### src/rtl/fetch_unit_if.sv
// Bus bundle between the fetch unit, instruction memory and the IF/ID stage.
// Handshake: an instruction at the fetch-buffer head is offered while out_valid
// is high; it is consumed on a rising edge where out_valid=1, stall=0 and
// redirect_valid=0 (stall acts as an inverted ready). imem_req has no ready:
// memory always accepts and returns imem_instr exactly one cycle later.
interface fetch_unit_if #(
  parameter int ADDR_W = 32
);
  logic              imem_req;
  logic [ADDR_W-1:0] imem_addr;
  logic [31:0]       imem_instr;
  logic              redirect_valid;
  logic [ADDR_W-1:0] redirect_pc;
  logic              stall;
  logic              out_valid;
  logic [31:0]       out_instr;
  logic [ADDR_W-1:0] out_pc;
  logic [ADDR_W-1:0] out_pc4;

  // fetch unit side
  modport master (
    output imem_req, imem_addr, out_valid, out_instr, out_pc, out_pc4,
    input  imem_instr, redirect_valid, redirect_pc, stall
  );

  // memory / pipeline / hazard-unit side
  modport slave (
    input  imem_req, imem_addr, out_valid, out_instr, out_pc, out_pc4,
    output imem_instr, redirect_valid, redirect_pc, stall
  );
endinterface

### src/rtl/fetch_unit.sv
// fetch_unit: instruction-fetch front end. Owns the PC, issues one-cycle-latency
// instruction memory reads and buffers {pc, instr} pairs in a small FIFO ahead
// of IF/ID. Redirects flush everything and reload the PC; stalls only block pop.
// Optional feature macro FETCH_BYPASS_EN: a response arriving at an empty FIFO
// is shown on out_* combinationally (and not pushed when it is popped at once).
module fetch_unit #(
  parameter int              ADDR_W   = 32,
  parameter logic [ADDR_W-1:0] RESET_PC = '0,
  parameter int              DEPTH    = 2
) (
  input logic          clk,
  input logic          rst_n,
  fetch_unit_if.master bus
);

  localparam int PW = (DEPTH > 1) ? $clog2(DEPTH) : 1;
  localparam int CW = $clog2(DEPTH + 1);
  localparam int OW = CW + 1;

  logic [ADDR_W-1:0] pc_q, pc_d;
  logic              inflight_q, inflight_d;
  logic [ADDR_W-1:0] inflight_pc_q, inflight_pc_d;
  logic [PW-1:0]     rd_ptr_q, rd_ptr_d;
  logic [PW-1:0]     wr_ptr_q, wr_ptr_d;
  logic [CW-1:0]     count_q, count_d;
  logic [ADDR_W-1:0] fifo_pc_q    [DEPTH];
  logic [31:0]       fifo_instr_q [DEPTH];

  logic          fifo_empty;
  logic          resp_valid;
  logic          bypass_show;
  logic          out_valid;
  logic          pop;
  logic          pop_fifo;
  logic          push;
  logic          issue;
  logic [OW-1:0] occupancy;

  // Handshake decode: response acceptance, pop, push and issue decisions
  always_comb begin
    fifo_empty = (count_q == '0);
    resp_valid = inflight_q & ~bus.redirect_valid;
`ifdef FETCH_BYPASS_EN
    bypass_show = fifo_empty & resp_valid;
`else
    bypass_show = 1'b0;
`endif
    out_valid = ~fifo_empty | bypass_show;
    pop       = out_valid & ~bus.stall & ~bus.redirect_valid;
    pop_fifo  = pop & ~fifo_empty;
    // a bypassed response that is consumed this cycle never enters the FIFO
    push      = resp_valid & ~(bypass_show & ~bus.stall);
    // slots committed after this cycle: buffered + in flight - leaving now
    occupancy = {1'b0, count_q} + OW'(inflight_q) - OW'(pop);
    issue     = rst_n & ~bus.redirect_valid & (occupancy < OW'(DEPTH));
  end

  // Next-state for PC, in-flight tracking, pointers and count
  always_comb begin
    pc_d          = pc_q;
    inflight_d    = issue;
    inflight_pc_d = inflight_pc_q;
    rd_ptr_d      = rd_ptr_q;
    wr_ptr_d      = wr_ptr_q;
    count_d       = count_q;
    if (bus.redirect_valid) begin
      pc_d     = {bus.redirect_pc[ADDR_W-1:2], 2'b00};
      rd_ptr_d = '0;
      wr_ptr_d = '0;
      count_d  = '0;
    end else begin
      if (issue) begin
        pc_d          = pc_q + ADDR_W'(4);
        inflight_pc_d = pc_q;
      end
      if (push) wr_ptr_d = wr_ptr_q + PW'(1);
      if (pop_fifo) rd_ptr_d = rd_ptr_q + PW'(1);
      if (push && !pop_fifo) count_d = count_q + CW'(1);
      else if (!push && pop_fifo) count_d = count_q - CW'(1);
    end
  end

  // Control state registers with synchronous active-low reset
  always_ff @(posedge clk) begin
    if (!rst_n) begin
      pc_q          <= RESET_PC;
      inflight_q    <= 1'b0;
      inflight_pc_q <= RESET_PC;
      rd_ptr_q      <= '0;
      wr_ptr_q      <= '0;
      count_q       <= '0;
    end else begin
      pc_q          <= pc_d;
      inflight_q    <= inflight_d;
      inflight_pc_q <= inflight_pc_d;
      rd_ptr_q      <= rd_ptr_d;
      wr_ptr_q      <= wr_ptr_d;
      count_q       <= count_d;
    end
  end

  // FIFO storage write; contents are don't-care while count says empty
  always_ff @(posedge clk) begin
    if (rst_n && push) begin
      fifo_pc_q[wr_ptr_q]    <= inflight_pc_q;
      fifo_instr_q[wr_ptr_q] <= bus.imem_instr;
    end
  end

  // Output drive: FIFO head, bypassed response, or zeros when nothing valid
  always_comb begin
    bus.imem_req  = issue;
    bus.imem_addr = pc_q;
    bus.out_valid = out_valid;
    bus.out_instr = '0;
    bus.out_pc    = '0;
    if (!fifo_empty) begin
      bus.out_instr = fifo_instr_q[rd_ptr_q];
      bus.out_pc    = fifo_pc_q[rd_ptr_q];
    end else if (bypass_show) begin
      bus.out_instr = bus.imem_instr;
      bus.out_pc    = inflight_pc_q;
    end
    bus.out_pc4 = bus.out_pc + ADDR_W'(4);
  end

endmodule

### src/flat_wrapper.sv
// flat-port wrapper written by rule: the top's interface ports become plain ports
module fetch_unit_flat 
#(
  parameter int              ADDR_W   = 32,
  parameter logic [ADDR_W-1:0] RESET_PC = '0,
  parameter int              DEPTH    = 2
)
  (clk, rst_n, bus_imem_req, bus_imem_addr, bus_out_valid, bus_out_instr, bus_out_pc, bus_out_pc4, bus_imem_instr, bus_redirect_valid, bus_redirect_pc, bus_stall);
  fetch_unit_if #(.ADDR_W(ADDR_W)) bus_i ();
  input logic clk;
  input logic rst_n;
  output wire logic [$bits(bus_i.imem_req)-1:0] bus_imem_req;
  output wire logic [$bits(bus_i.imem_addr)-1:0] bus_imem_addr;
  output wire logic [$bits(bus_i.out_valid)-1:0] bus_out_valid;
  output wire logic [$bits(bus_i.out_instr)-1:0] bus_out_instr;
  output wire logic [$bits(bus_i.out_pc)-1:0] bus_out_pc;
  output wire logic [$bits(bus_i.out_pc4)-1:0] bus_out_pc4;
  input wire logic [$bits(bus_i.imem_instr)-1:0] bus_imem_instr;
  input wire logic [$bits(bus_i.redirect_valid)-1:0] bus_redirect_valid;
  input wire logic [$bits(bus_i.redirect_pc)-1:0] bus_redirect_pc;
  input wire logic [$bits(bus_i.stall)-1:0] bus_stall;
  assign bus_imem_req = bus_i.imem_req;
  assign bus_imem_addr = bus_i.imem_addr;
  assign bus_out_valid = bus_i.out_valid;
  assign bus_out_instr = bus_i.out_instr;
  assign bus_out_pc = bus_i.out_pc;
  assign bus_out_pc4 = bus_i.out_pc4;
  assign bus_i.imem_instr = bus_imem_instr;
  assign bus_i.redirect_valid = bus_redirect_valid;
  assign bus_i.redirect_pc = bus_redirect_pc;
  assign bus_i.stall = bus_stall;
  fetch_unit #(.ADDR_W(ADDR_W), .RESET_PC(RESET_PC), .DEPTH(DEPTH)) u_core (.clk(clk), .rst_n(rst_n), .bus(bus_i));
endmodule
### config.mk
export PLATFORM = sky130hd
export DESIGN_NAME = fetch_unit_flat
export DESIGN_NICKNAME = d
export VERILOG_FILES = /design/src/rtl/fetch_unit_if.sv /design/src/rtl/fetch_unit.sv /design/src/flat_wrapper.sv
export SDC_FILE = /design/constraint.sdc
export NUM_CORES = 1
export LEC_CHECK = 0
export CAP_MARGIN = 20
export CORE_UTILIZATION = 25
export DETAILED_ROUTE_END_ITERATION = 8
export SYNTH_ARGS = -nofsm -noshare
export SYNTH_HDL_FRONTEND = slang
export SYNTH_SLANG_ARGS = --single-unit
### constraint.sdc
create_clock -name clk -period 10.5 [get_ports clk]
set_input_delay 3.15 -clock clk [delete_from_list [all_inputs] [get_ports clk]]
set_output_delay 3.15 -clock clk [all_outputs]
set_load 0.05 [all_outputs]
### Yosys cells after proc, flatten, opt, wreduce, memory -nomap -nowiden

Memory sizes are Yosys's and may differ from the RTL's. A register that Yosys moved wholly into a read port is not among the register bits.
Cells that the tools add are included.

| operators by class | value |
|---|---|
| $add $sub $neg | 8 |
| order comparisons | 1 |
| muxes and demuxes | 12 |
| bitwise gates (word level) | 10 |
| reductions and logical operators | 10 |

Operators with widths:

| operator | number |
|---|---|
| 2-to-1 mux 32 bit | 4 |
| adder 32 x 3 -> 32 bit (second input constant) | 2 |
| AND 1 bit | 6 |
| 2-to-1 mux 1 bit | 6 |
| 2-to-1 mux 2 bit | 2 |
| inverter 1 bit | 4 |
| nonzero test 2 bit | 2 |
| adder 2 x 1 -> 3 bit | 1 |
| logical AND 1 bit | 3 |
| < comparator 3 x 2 -> 1 bit (second input constant) | 1 |
| subtractor 3 x 1 -> 3 bit | 1 |
| adder 1 bit (second input constant) | 2 |
| adder 2 x 1 -> 2 bit (second input constant) | 1 |
| zero test 1 bit | 2 |
| zero test 2 bit | 1 |
| AND reduction 2 bit | 1 |
| OR reduction 2 bit | 1 |
| subtractor 2 x 1 -> 2 bit (second input constant) | 1 |

| storage, ports and cells | value |
|---|---|
| bits in registers | 69 |
| memory bits (writable) | 128 |
| input bits | 68 |
| output and inout port bits | 130 |
| word-level logic and storage cells | 50 |
| memories | 2 |

Memory list:

| name | depth | bits a word | rd ports | clocked after memory_dff | write ports | RTL line | RTL |
|---|---|---|---|---|---|---|---|
| u_core.fifo_instr_q | 2 | 32 | 1 | 1 | 1 | fetch_unit.sv:27 | `logic [31:0] fifo_instr_q [DEPTH];` |
| u_core.fifo_pc_q | 2 | 32 | 1 | 1 | 1 | fetch_unit.sv:26 | `logic [ADDR_W-1:0] fifo_pc_q [DEPTH];` |

### Longest topological paths before layout

| logic depth | value |
|---|---|
| word-level depth | 9 |
| mapped depth | 14 |
| gate-level depth less buffers | 12 |

### Worst setup path before layout

OpenSTA, ideal clock, no wires.

| path | value |
|---|---|
| path type | input port to output port |
| from | input bus_redirect_valid |
| to | output bus_imem_req |
| arrival | 5.902 ns |
| setup slack | 1.448 ns |
| cell stages on the path | 11 |
| path buffers | 3 |
| path through | clkbuf_1 or3_1 inv_1 ha_1 nand2b_1 fa_1 xnor2_1 nand3_1 inv_1 clkbuf_1 buf_1 |

| on the way | value |
|---|---|
| longest elaborated chain between the ends | 5 |
| elaborated cells between the ends (all ways) | 6 |
| those cells by class | 1 x add/sub; 1 x order compare; 4 x bitwise |

RTL lines:

| element | RTL line | RTL |
|---|---|---|
| from (decl) | flat_wrapper.sv:19 | `input wire logic [$bits(bus_i.redirect_valid)-1:0] bus_redirect_valid;` |
| inverter 1 bit * | fetch_unit.sv:49, fetch_unit.sv:55 |  |
| AND 1 bit | fetch_unit.sv:49 | `pop = out_valid & ~bus.stall & ~bus.redirect_valid;` |
| subtractor 3 x 1 -> 3 bit | fetch_unit.sv:54 | `occupancy = {1'b0, count_q} + OW'(inflight_q) - OW'(pop);` |
| < comparator 3 x 2 -> 1 bit | fetch_unit.sv:55 | `issue = rst_n & ~bus.redirect_valid & (occupancy < OW'(DEPTH));` |
| AND 1 bit * | fetch_unit.sv:55 |  |
| to (decl) | flat_wrapper.sv:12 | `output wire logic [$bits(bus_i.imem_req)-1:0] bus_imem_req;` |

Every way passes the cells marked *; elsewhere a longest branch is shown, timed or not.

### Worst setup path after layout

Same ends and word-level chain as after synthesis.

==> results.yml <==
die:
  die_area_sq_um: 35000
  die_h_microns: 187
  io_pins: 198
  core_area_sq_um: 33600
  die_x_microns: 187
  rows: 67
  start_util: 0.255
cells_and_area:
  fin_cells: 1416
  antenna_cells: 0
  post-route-util: 0.342
  area_growth_pct: 34.2
  final_nets: 1028
  layout-drive-gt1-share: 0.0651
  stdcell_area_sq_um: 11500
grt:
  use_met2: 0.191
  grt_pass1_wl_microns: 36600
  grt_start_max_net_pins: 75
  grt_pass1_vias: 6109
  grt.busiest_layer: "met1"
  gr-usage-met1: 0.200
  gr-total-overflow: 0
  antenna_found_initial: 0
  grtUsageTotal: 0.135
  use_met3: 0.0409
setup_path:
  reg2reg_depth: 12
  cp-start-kind: "input pin"
  critPathArrivalTime_ps: 5830
  required_ps: 7350
  r2r_slack_ps: 6050
  path_class: "input pin to output pin"
  worstSetupEndpointType: "output pin"
  regToRegStartpoint: "u_core.count_q[1]"
  worstPathMaxFanout: 35
  r2r-end: "u_core.bus.imem_addr[25]"
routing:
  wl_per_cell_microns: 16.7
  wirelength_microns: 23600
  vias: 6528
  first_pass_iters: 5
  viasPerCell: 4.61
  antenna_left: 0
  first_iter_violations: 411
  drc: 0
logic_synthesis:
  syn_area_per_cell_sq_um: 10.9
  yosysTopAreaCellShare: 0.435
  synth_edf_count: 124
  syn_area_sq_um: 8570
  synth_top_cell_by_area: "edfxtp_1"
  synth_cells: 784
  synth-seq-cells: 190
  ys_seq_area_frac: 0.589
  synthTopCellsByArea: "edfxtp_1 (43%), dfxtp_1 (15%), mux2i_1 (7.0%), nand2_1 (4.3%), nor2_1 (3.7%)"
  ys_async_sr_fraction: 0
  yosys.cell_types.count: 61
  yosysMostFrequentCell: "edfxtp_1"
  yosys_warnings: 0
  synth-main-ff-cell: "edfxtp_1"
  netlist_top_cells_count: "edfxtp_1 (124), nand2_1 (99), nor2_1 (84)"
sta:
  finalSetupTns_ps: 0
  fmax_ghz: 0.111
  grt_setup_unrepaired: "no"
  worst_slew_pin_slew_ps: 1050
  max_slew_margin: 0.291
  setup_violations: 0
  finalCritPeriodShare: 0.855
  drv_slew: 0
  finalHoldViolCount: 0
  fin_skew_ps: 15.8
  finalWorstPathRequiredPeriod_ps: 8980
clock_tree:
  hold_buffers: 0
  htreeDepth: 4
  cts_made_buffers: 17
  path_clk_slew_ps: 70
  clock-root-buffer: "clkbuf_16"
  cts_tree: "built"
  cts.sinks: 190
  clock_latency_ps: 440
  cts_resized: 0
  cts_setup_buffers: 0
  clk_path_buf_depth: 2
run_status:
  status: "finished, final reports clean"
placement:
  gp_congestion: 0.815
  post-place-cells: 1384
  post_dp_cell_area_sq_um: 10900
  dp_hpwl_microns: 16500
  io_buffers: 189
power_and_ir_drop:
  p_leak_uw: 0.00369
  power_uw: 1710
  ir_drop_uv: 113
  power.density_nw_per_um2: 148
job:
  cap_violations: 0
hold_path:
  hp-class: "flip-flop to flip-flop"
  whs_path_depth: 0
  min_to: "u_core.fifo_pc_q[1][16]"
  hold_start: "u_core.inflight_pc_q[16]"
-- state kept, by name, summed over array words and instances (netlist names), named ones only --
register              cells
u_core.fifo_instr_q      64
u_core.count_q            2
u_core.inflight_pc_q     30
u_core.bus.imem_addr     30
u_core.fifo_pc_q         60
u_core.rd_ptr_q           1
u_core.inflight_q         1
u_core.wr_ptr_q           1
-- cell usage in the layout, fill, tap and decap left out, drive strengths merged, types with 4 or more instances in the layout --
master,n
or4,6
inv,26
nor3,25
clkinv,5
edfxtp,124
and2,4
clkdlybuf4s50,188
a22oi,7
ha,4
buf,8
conb,6
or3,4
dfxtp,66
and3,8
a31oi,15
nand2b,4
a32oi,4
nand2,99
xor2,21
a21oi,57
clkbuf,17
nor4,14
mux2i,60
xnor2,13
nand4,17
nand3,27
o21ai,15
nor2,84
nand3b,7
o21bai,4
-- how the worst max path moves through the flow --
stage / startpoint / endpoint / slack (ps) / cells past startpoint
after floorplan: bus_redirect_valid / bus_imem_req / 1450 / 11
after global placement: bus_redirect_valid / bus_imem_req / 1540 / 11
after detailed placement: bus_redirect_valid / bus_imem_req / 1510 / 11
after CTS: bus_redirect_valid / bus_imem_req / 1500 / 11
after global routing: bus_redirect_valid / bus_imem_req / 1360 / 11
final: bus_redirect_valid / bus_imem_req / 1520 / 11
-- cell type report --
cell class                      instances  area [sq um]
Fill cell                            3376         22100
Sequential cell                       190          5050
Multi-Input combinational cell        533          3260
Timing Repair Buffer                  196          1950
Tap cell                              448           561
Clock buffer                           17           425
Clock inverter                         15           190
Inverter                               17          63.8
-- per-layer routing --
layer	share of wire	routed length, microns
met5	0	0
met2	0.42	9910
met4	0.0097	229
met3	0.076	1800
met1	0.49	11700
-- critical path: stages --
cell             delay, ps
clkdlybuf4s50_1        390
buf_4                  260
or3_1                  430
inv_1                  100
ha_1                   220
nand2b_1               160
fa_1                   420
xnor2_1                270
nand3_2                120
inv_1                  130
buf_12                 150
-- kinds of logic (layout without fill, tap and decap cells) --
| family | after synthesis | in the layout | synth area share |
|---|---|---|---|
| flip-flops | 190 | 190 | 0.589 |
| AND/OR/NAND/NOR | 305 | 305 | 0.171 |
| multiplexers | 63 | 63 | 0.0740 |
| XOR/XNOR | 34 | 34 | 0.0348 |
| adder cells (fa/ha/maj) | 5 | 5 | 0.00818 |
| AO/OA/AOI/OAI | 120 | 120 | 0.0865 |
| other | 1 | 6 | 0.000438 |
| buffers and inverters | 66 | 245 | 0.0359 |
-- power breakdown --
group / total, uW / switching [uW] / internal (uW) / leakage [uW]
Clock: 668 / 322 / 346 / 0.000301
Combinational: 209 / 135 / 73.2 / 0.00169
Sequential: 829 / 19.3 / 809 / 0.00169
-- per-stage QoR --
stage                     hold slack [ps]  setup slack, ps
after floorplan                       425             1450
after global placement                434             1540
after detailed placement              442             1510
after CTS                             460             1500
after global routing                  474             1360
final                                 460             1520
Note: power is estimated with default switching activity, not from simulation.
==> RTL edit, RTL diff (config.mk and constraints unchanged) <==
`DEPTH` is set to 2 in 2 places; all go to 4.
--- a/src/rtl/fetch_unit.sv
+++ b/src/rtl/fetch_unit.sv
@@ -7,5 +7,5 @@
   parameter int              ADDR_W   = 32,
   parameter logic [ADDR_W-1:0] RESET_PC = '0,
-  parameter int              DEPTH    = 2
+  parameter int              DEPTH    = 4
 ) (
   input logic          clk,
--- a/src/flat_wrapper.sv
+++ b/src/flat_wrapper.sv
@@ -4,5 +4,5 @@
   parameter int              ADDR_W   = 32,
   parameter logic [ADDR_W-1:0] RESET_PC = '0,
-  parameter int              DEPTH    = 2
+  parameter int              DEPTH    = 4
 )
   (clk, rst_n, bus_imem_req, bus_imem_addr, bus_out_valid, bus_out_instr, bus_out_pc, bus_out_pc4, bus_imem_instr, bus_redirect_valid, bus_redirect_pc, bus_stall);
Function: changed (Yosys sat finds a counterexample within 4 cycles, from zero or initial values and one cycle with rst_n low).
==> RTL edit against the unedited design <==
Utilization shrank 1.9 points; wire length grew 43%; setup slack lost 490 ps; area after synthesis grew 60%; total power grew 67%; sequential cell count grew 128; final area grew 52%; count of clock-buffer cells in the layout grew 37; largest cell class unchanged; largest power group unchanged.
==> RTL edit: results (changes against the unedited design) <==
The flow ran to the end, and the final reports show no timing, DRC or antenna violations. The tools report the leakage component of the power as 5.670 nW (+54%). The largest individual stage delay along the critical path comes from the cell nor3_1. Met1 routed wirelength after detailed routing: 15.49 mm (+33%). The power in sequential cells was 1.40 mW (+69%); the largest net degree at the start of global routing was 68 (-9.3%). Post-layout net count: 1,218 (+18%). The run gives 51.48 mm (+41%) as the first-pass GRT wire length. The area of combinational cells with multiple inputs is 4517 um^2 (+39%), and the number of distinct standard cells referenced by the synthesized netlist is 54 (-11%). Violation count after the first detailed-route iteration: 641 (+56%). Register area share after synthesis: 64.53% (+5.7 points).

The post-synthesis instance total is 950 (+21%). The logs give 3 (+1) for the buffer levels on the longest clock path and 2.087 mm (+16%) for the amount of wire on met3 after detailed routing. Total half-perimeter wirelength after legalization and detailed placement: 22.26 mm (+35%). The detail-routed via count per cell works out to 4.520 (-2.0%). The run gives 7 (+2) as the detailed-routing iteration count for the pre-antenna-repair pass. Count of H-tree levels built during CTS: 2 (-2). After synthesis, the most frequently instantiated cells are edfxtp_1 (248), nand2_1 (113), dfxtp_1 (70), and2_1 (66), mux4_2 (63). For the number of fillers in the final layout, the log shows 5,308 (+57%).

After synthesis, the cell types taking the most area are edfxtp_1 (54%), mux4_2 (10%), dfxtp_1 (10%). The fraction of power spent switching nets came out at 23.96% (-4.0 points). The largest registers in the layout are u_core.fifo_instr_q: 128 flops, u_core.fifo_pc_q: 120 flops. Final weighted congestion of routability-driven global placement: 0.8076 (-0.88%). The power in combinational cells is 0.255 mW (+22%), and the number of buffers inserted during clock tree synthesis is 37 (+20). The maximum VDD drop is 0.08907 mV (-21%). The tools report the worst setup skew after layout as 22.08 ps (+6.257 ps).
==> RTL edit: per-layer routing <==
| layer | GRT usage, % | vias to the layer above |
|---|---|---|
| met3 | 2.551 | 52 |
| met4 | 3.955 | 0 |
| met2 | 19.12 | 277 |
| met5 | 0 | - |
| met1 | 16.54 | 4160 |
| li1 | - | 3923 |
==> RTL edit: worst paths after layout <==
kind / from / end / slack, ps / depth (start not counted)
setup / recovery: bus_redirect_valid / bus_imem_req / 1030 / 14
hold / removal: u_core.inflight_pc_q[20] / u_core.fifo_pc_q[1][20] / 510 / 0
setup reg to reg: u_core.count_q[2] / u_core.inflight_pc_q[6] / 6680 / 16
hold reg to reg: u_core.inflight_pc_q[20] / u_core.fifo_pc_q[1][20] / 510 / 0
==> RTL edit: critical path, delay by kind of cell <==
| family | cells | cell delay [ps] |
|---|---|---|
| buf+inv | 7 | 1350 |
| compound gates | 1 | 200 |
| fa+ha+maj | 2 | 490 |
| simple gates | 4 | 1110 |
==> RTL edit: layout make-up <==
| cell class | count | area share (%) |
|---|---|---|
| clock buffer | 54 | 6.070 |
| multi-input combinational | 559 | 25.87 |
| timing repair buffer | 203 | 11.49 |
| clock inverter | 11 | 0.4228 |
| sequential | 318 | 50.72 |
| inverter | 20 | 0.4300 |
| tap | 696 | 4.988 |
==> RTL edit: cells by family (layout without fill, tap and decap cells) <==
| family | count (synthesis) | count (layout) | share of synthesized area, % |
|---|---|---|---|
| AO/OA/AOI/OAI | 112 | 112 | 4.918 |
| XOR/XNOR | 59 | 59 | 3.769 |
| adder cells (fa/ha/maj) | 11 | 11 | 1.058 |
| buffers and inverters | 78 | 288 | 2.847 |
| flip-flops | 318 | 318 | 64.53 |
| multiplexers | 72 | 72 | 11.38 |
| other | 1 | 6 | 0.02735 |
| AND/OR/NAND/NOR | 299 | 299 | 11.47 |
